==> src/rtl/axi4_lite_pkg.sv <==
// Shared types for the AXI4-Lite master: FSM state encoding and response codes.
package axi4_lite_pkg;

  typedef enum logic [2:0] {
    IDLE,
    WR_REQ,
    WR_RESP,
    RD_REQ,
    RD_RESP
  } state_t;

  localparam logic [1:0] OKAY   = 2'b00;
  localparam logic [1:0] SLVERR = 2'b10;

endpackage

==> src/rtl/axi4_lite_master.sv <==
// Single-outstanding AXI4-Lite master: one write or read per start pulse.
// Optional abort watchdog compiled in with AXI4L_MASTER_TIMEOUT_EN.
module axi4_lite_master
  import axi4_lite_pkg::*;
#(
  parameter int ADDR_W      = 4,
  parameter int DATA_W      = 32,
  parameter int TIMEOUT_CYC = 256
) (
  input  logic              ACLK,
  input  logic              ARESETn,
  input  logic              start,
  input  logic              write,
  input  logic [ADDR_W-1:0] addr,
  input  logic [DATA_W-1:0] wdata,
  output logic              busy,
  output logic              done,
  output logic [DATA_W-1:0] rdata,
  output logic [1:0]        resp,
  output logic [ADDR_W-1:0] AWADDR,
  output logic              AWVALID,
  input  logic              AWREADY,
  output logic [DATA_W-1:0] WDATA,
  output logic              WVALID,
  input  logic              WREADY,
  input  logic [1:0]        BRESP,
  input  logic              BVALID,
  output logic              BREADY,
  output logic [ADDR_W-1:0] ARADDR,
  output logic              ARVALID,
  input  logic              ARREADY,
  input  logic [DATA_W-1:0] RDATA,
  input  logic              RVALID,
  output logic              RREADY,
  input  logic [1:0]        RRESP
);

  if (TIMEOUT_CYC < 2) begin : g_bad_timeout
    $error("TIMEOUT_CYC must be at least 2");
  end

  state_t            state;
  logic [ADDR_W-1:0] addr_q;
  logic [DATA_W-1:0] wdata_q;
  logic              wr_req_complete;
  logic              tmo_hit;

  assign AWADDR = addr_q;
  assign ARADDR = addr_q;
  assign WDATA  = wdata_q;

  // A channel whose VALID is already low in WR_REQ has finished its handshake.
  assign wr_req_complete = (!AWVALID || AWREADY) && (!WVALID || WREADY);

`ifdef AXI4L_MASTER_TIMEOUT_EN
  localparam int CNT_W = $clog2(TIMEOUT_CYC);
  logic [CNT_W-1:0] tmo_cnt;

  assign tmo_hit = (state != IDLE) && (tmo_cnt == CNT_W'(TIMEOUT_CYC - 1));

  always_ff @(posedge ACLK or negedge ARESETn) begin
    if (!ARESETn) begin
      tmo_cnt <= '0;
    end else if (state == IDLE) begin
      tmo_cnt <= '0;
    end else begin
      tmo_cnt <= tmo_cnt + CNT_W'(1);
    end
  end
`else
  assign tmo_hit = 1'b0;
`endif

  always_ff @(posedge ACLK or negedge ARESETn) begin
    if (!ARESETn) begin
      state   <= IDLE;
      busy    <= 1'b0;
      done    <= 1'b0;
      rdata   <= '0;
      resp    <= OKAY;
      addr_q  <= '0;
      wdata_q <= '0;
      AWVALID <= 1'b0;
      WVALID  <= 1'b0;
      BREADY  <= 1'b0;
      ARVALID <= 1'b0;
      RREADY  <= 1'b0;
    end else begin
      done <= 1'b0;
      // busy stays up through the done cycle so a start there is ignored
      if (done) begin
        busy <= 1'b0;
      end

      if (tmo_hit) begin
        AWVALID <= 1'b0;
        WVALID  <= 1'b0;
        BREADY  <= 1'b0;
        ARVALID <= 1'b0;
        RREADY  <= 1'b0;
        resp    <= SLVERR;
        done    <= 1'b1;
        state   <= IDLE;
      end else begin
        case (state)
          IDLE: begin
            if (start && !busy) begin
              addr_q  <= addr;
              wdata_q <= wdata;
              busy    <= 1'b1;
              if (write) begin
                AWVALID <= 1'b1;
                WVALID  <= 1'b1;
                state   <= WR_REQ;
              end else begin
                ARVALID <= 1'b1;
                state   <= RD_REQ;
              end
            end
          end

          WR_REQ: begin
            if (AWVALID && AWREADY) begin
              AWVALID <= 1'b0;
            end
            if (WVALID && WREADY) begin
              WVALID <= 1'b0;
            end
            if (wr_req_complete) begin
              BREADY <= 1'b1;
              state  <= WR_RESP;
            end
          end

          WR_RESP: begin
            if (BVALID && BREADY) begin
              BREADY <= 1'b0;
              resp   <= BRESP;
              done   <= 1'b1;
              state  <= IDLE;
            end
          end

          RD_REQ: begin
            if (ARVALID && ARREADY) begin
              ARVALID <= 1'b0;
              RREADY  <= 1'b1;
              state   <= RD_RESP;
            end
          end

          RD_RESP: begin
            if (RVALID && RREADY) begin
              RREADY <= 1'b0;
              rdata  <= RDATA;
              resp   <= RRESP;
              done   <= 1'b1;
              state  <= IDLE;
            end
          end

          default: state <= IDLE;
        endcase
      end
    end
  end

endmodule

==> config.mk <==
export PLATFORM = sky130hd
export DESIGN_NAME = axi4_lite_master
export DESIGN_NICKNAME = d
export VERILOG_FILES = /design/src/rtl/axi4_lite_pkg.sv /design/src/rtl/axi4_lite_master.sv
export SDC_FILE = /design/constraint.sdc
export NUM_CORES = 1
export LEC_CHECK = 0
export ABC_CLOCK_PERIOD_IN_PS = 3400
export CAP_MARGIN = 20
export CORE_MARGIN = 5
export CORE_UTILIZATION = 43
export CTS_BUF_LIST = sky130_fd_sc_hd__clkbuf_8 sky130_fd_sc_hd__clkbuf_16
export DETAILED_ROUTE_END_ITERATION = 7
export GPL_TIMING_DRIVEN = 0
export PLACE_DENSITY = 0.82
export SLEW_MARGIN = 10
export SYNTH_ARGS = -nofsm -noshare
export SYNTH_HDL_FRONTEND = slang
export SYNTH_SLANG_ARGS = --single-unit
==> constraint.sdc <==
create_clock -name ACLK -period 3.4 [get_ports ACLK]
set_clock_uncertainty 0.15 [all_clocks]
set_input_delay 0.68 -clock ACLK [delete_from_list [all_inputs] [get_ports ACLK]]
set_output_delay 0.68 -clock ACLK [all_outputs]
set_load 0.01 [all_outputs]
==> key figures <==
Synth
  • Post-synth top flop: sky130_fd_sc_hd__dfrtp_1
  • Top cells by area, synth: sky130_fd_sc_hd__dfrtp_1, sky130_fd_sc_hd__mux2_2, sky130_fd_sc_hd__mux2_1
  • Sequential share of the synthesized area: 62.6%
  • Synthesized netlist net count: 290
  • Portion of synthesized cell area occupied by the leading cell type: 62.6%
  • Cell Area, Synth: 3200 µm²
  • Synth async-reset ratio: 100%
  • Flip-flop and latch count after synthesis: 80
  • Synth cell types: 29
  • Dominant cell type by area after synthesis: sky130_fd_sc_hd__dfrtp_1
  • Cell types with the highest counts after synthesis: sky130_fd_sc_hd__dfrtp_1, sky130_fd_sc_hd__mux2_2, sky130_fd_sc_hd__mux2_1
  • Number of flops mapped to enable cells by yosys: 0
  • Syn avg cell area: ~15 µm²
  • Synth Instances: roughly 210
  • Most repeated cell in the gate-level netlist after synthesis: sky130_fd_sc_hd__dfrtp_1
  • Ys Warns: 0

Setup path
  • Cell type of the slowest stage on the worst timing path: sky130_fd_sc_hd__clkdlybuf4s50_1
  • R2R depth: 6
  • Beginning of the worst register-to-register path: state[1]
  • Largest driver fanout on the critical path: 10
  • Reg-to-reg setup timing slack: 1.45 ns
  • Worst-path cell chain: clkdlybuf4s50_1 -> nor3b_1 -> and2_1 -> clkbuf_1 -> buf_4 -> mux2_2
  • Crit Path Category: primary input to register
  • Worst endpoint required time: around 3.5 ns
  • Data arrival, critical path: 2.32 ns
  • Crit Reg-Reg Endpoint: rdata[27]
  • Nature of the critical path endpoint: register
  • Kind of start point of the critical path: primary input
  • Largest stage delay on the critical path: 0.46 ns

Clocking
  • CTS sink count: 80
  • Number of buffers inserted during clock tree synthesis: 9
  • Clock latency reported for the late side of the worst-skew pair: 0.33 ns
  • Gates resized, CTS repair: 0
  • H-Tree Level Count: 3
  • # Post-CTS Setup Buffers: 0
  • Maximum clock path buffer count: 2
  • CTS tree: yes
  • Clock transition at the registers of the reported paths: 0.08 ns
  • Buffer cell driving the clock tree root: sky130_fd_sc_hd__clkbuf_8
  • CTS hold repair buffers: 0

Timing
  • Final total negative setup slack: 0 ns
  • Highest clock rate: 0.444 GHz
  • Worst rel slew slack: 59.4%
  • Final number of setup-violating endpoints: 0
  • Fin. Hold Viols: 0
  • Final critical-path share of the clock period: 66.2%
  • Max Transition Viols Final: 0
  • Post-layout minimum cycle time: 2.25 ns
  • Unrepaired setup endpoints after global routing: false
  • Worst slew pin tran: roughly 0.61 ns

Drt
  • Detail Route Antenna Nets: 0
  • Per-cell routed wire length: 15.9 µm
  • DRC marker count from the first detailed-route iteration: 22
  • Post-route DRC violation count: 0
  • Average vias per placed instance: 4.72
  • DRT Pass-1 Iters: 4
  • Aggregate routed wire length: 7710 µm
  • Vias: 2290

Floorplanning
  • Floorplan die height: 96.2 µm
  • Die area: 9260 µm²
  • IO Pins: 162
  • Die Wd: a little under 100 µm
  • Initial Util: between 40 and 50%
  • Number of placement rows: 31
  • Placeable core region: 7250 µm²

Pwr
  • Static leakage: about 2.3 nW
  • Max IR drop VDD: 0.410 mV
  • Power density of the placed cells: 844 nW/µm²

GRT
  • Number of global-route vias before repair: 2444
  • Overall Global Routing Usage: 17.1%
  • Global-route congestion overflow total: 0
  • Wire length of the first global-routing pass: 12100 µm
  • Number of antenna violations at the first check in global routing: 0
  • Maximum number of pins on one net before global-route repair: 48

Final layout
  • Ant diodes: 0
  • Synth-to-Final Area Change: 61.4%
  • Number of fill cells: 521
  • Net count, final: 463
  • Share of final-layout standard cells stronger than drive strength 1: 19.2%
  • Final Instance Area: 5160 µm²

Min path
  • Class of the most critical hold timing path: primary input to asynchronous set/reset pin

Place
  • Number of port buffers: 161
  • Placed Area: between 4000 and 5000 µm²
  • Placed wire-length estimate: 5990 µm
  • Final Wtd Congestion: 0.760

Run
  • Max-Cap Viols: 0

Run status
  • Result of the run: complete, no violations
-- where the power goes --
part | internal (mW) | switching, mW | total [mW]
sequential | 1.40 | 0.243 | 1.64
clock | 0.407 | 0.333 | 0.740
combinational | 1.27 | 0.707 | 1.97
-- worst max path at each step --
stage | start | to | slack [ns]
finish | start | WDATA[19] | 1.15
global route | start | WDATA[6] | 1.11
CTS | start | WDATA[19] | 1.18
detailed placement | start | WDATA[19] | 0.83
global placement | ARESETn | rdata[12] | -1.33
floorplan | start | ARADDR[0] | 1.47
-- state kept, by name, indices dropped and copies added, names as in the netlist --
name     cells
ARADDR       4
ARVALID      1
AWVALID      1
BREADY       1
RREADY       1
WDATA       32
WVALID       1
busy         1
done         1
rdata       32
resp         2
state        3
-- routing by layer --
layer | track usage (%) | up-vias | share of wire (%)
li1 | - | 1082 | -
met1 | 20.3 | 1107 | 39
met2 | 29.2 | 92 | 50
met3 | 5.00 | 9 | 10
met4 | 6.40 | 0 | 1.5
met5 | 0 | - | 0
-- cell type report --
class	instances	area, µm²	share of cell area (%)
sequential	80	2000	38.8
timing repair buffer	162	1630	31.6
multi-input combinational	110	1050	20.4
clock buffer	9	124	2.40
tap	99	124	2.40
buffer	14	121	2.35
clock inverter	6	85.1	1.65
inverter	5	18.8	0.364
-- stage by stage --
step           hold slack, ns  power, mW  util [%]  std cells  setup WS, ns
2_1_floorplan           0.234       2.47         -        209          1.47
3_3_place_gp            0.317       3.60      68.0        469         -1.33
3_5_place_dp            0.324       3.67      68.2        470         0.833
4_1_cts                 0.216       4.42      71.1        485          1.18
5_1_grt                 0.231       4.64      71.1        485          1.11
6_report                0.204       4.35      71.1        485          1.15
-- layout by cell type, fill, tap and decap left out, types with 5 or more instances in the layout --
| master | Yosys | layout |
|---|---|---|
| sky130_fd_sc_hd__clkbuf_8 | 0 | 9 |
| sky130_fd_sc_hd__mux2_1 | 30 | 30 |
| sky130_fd_sc_hd__inv_1 | 5 | 5 |
| sky130_fd_sc_hd__buf_4 | 9 | 10 |
| sky130_fd_sc_hd__dfrtp_1 | 80 | 80 |
| sky130_fd_sc_hd__nand2_1 | 8 | 8 |
| sky130_fd_sc_hd__clkdlybuf4s50_1 | 0 | 160 |
| sky130_fd_sc_hd__mux2_2 | 42 | 42 |
-- logic make-up after synthesis --
| logic type | Yosys count | synth area share, % |
|---|---|---|
| mux | 72 | 25.4 |
| buf+inv | 19 | 4.38 |
| compound gates | 14 | 3.29 |
| flops | 80 | 62.6 |
| simple gates | 24 | 4.31 |
-- critical path: cells and delay by family --
kind                   cells  cell delay [ns]
and+or+nand+nor            2             0.39
muxes                      1             0.35
buffers and inverters      3             0.89
No activity file was read; power rests on OpenSTA's default activity.
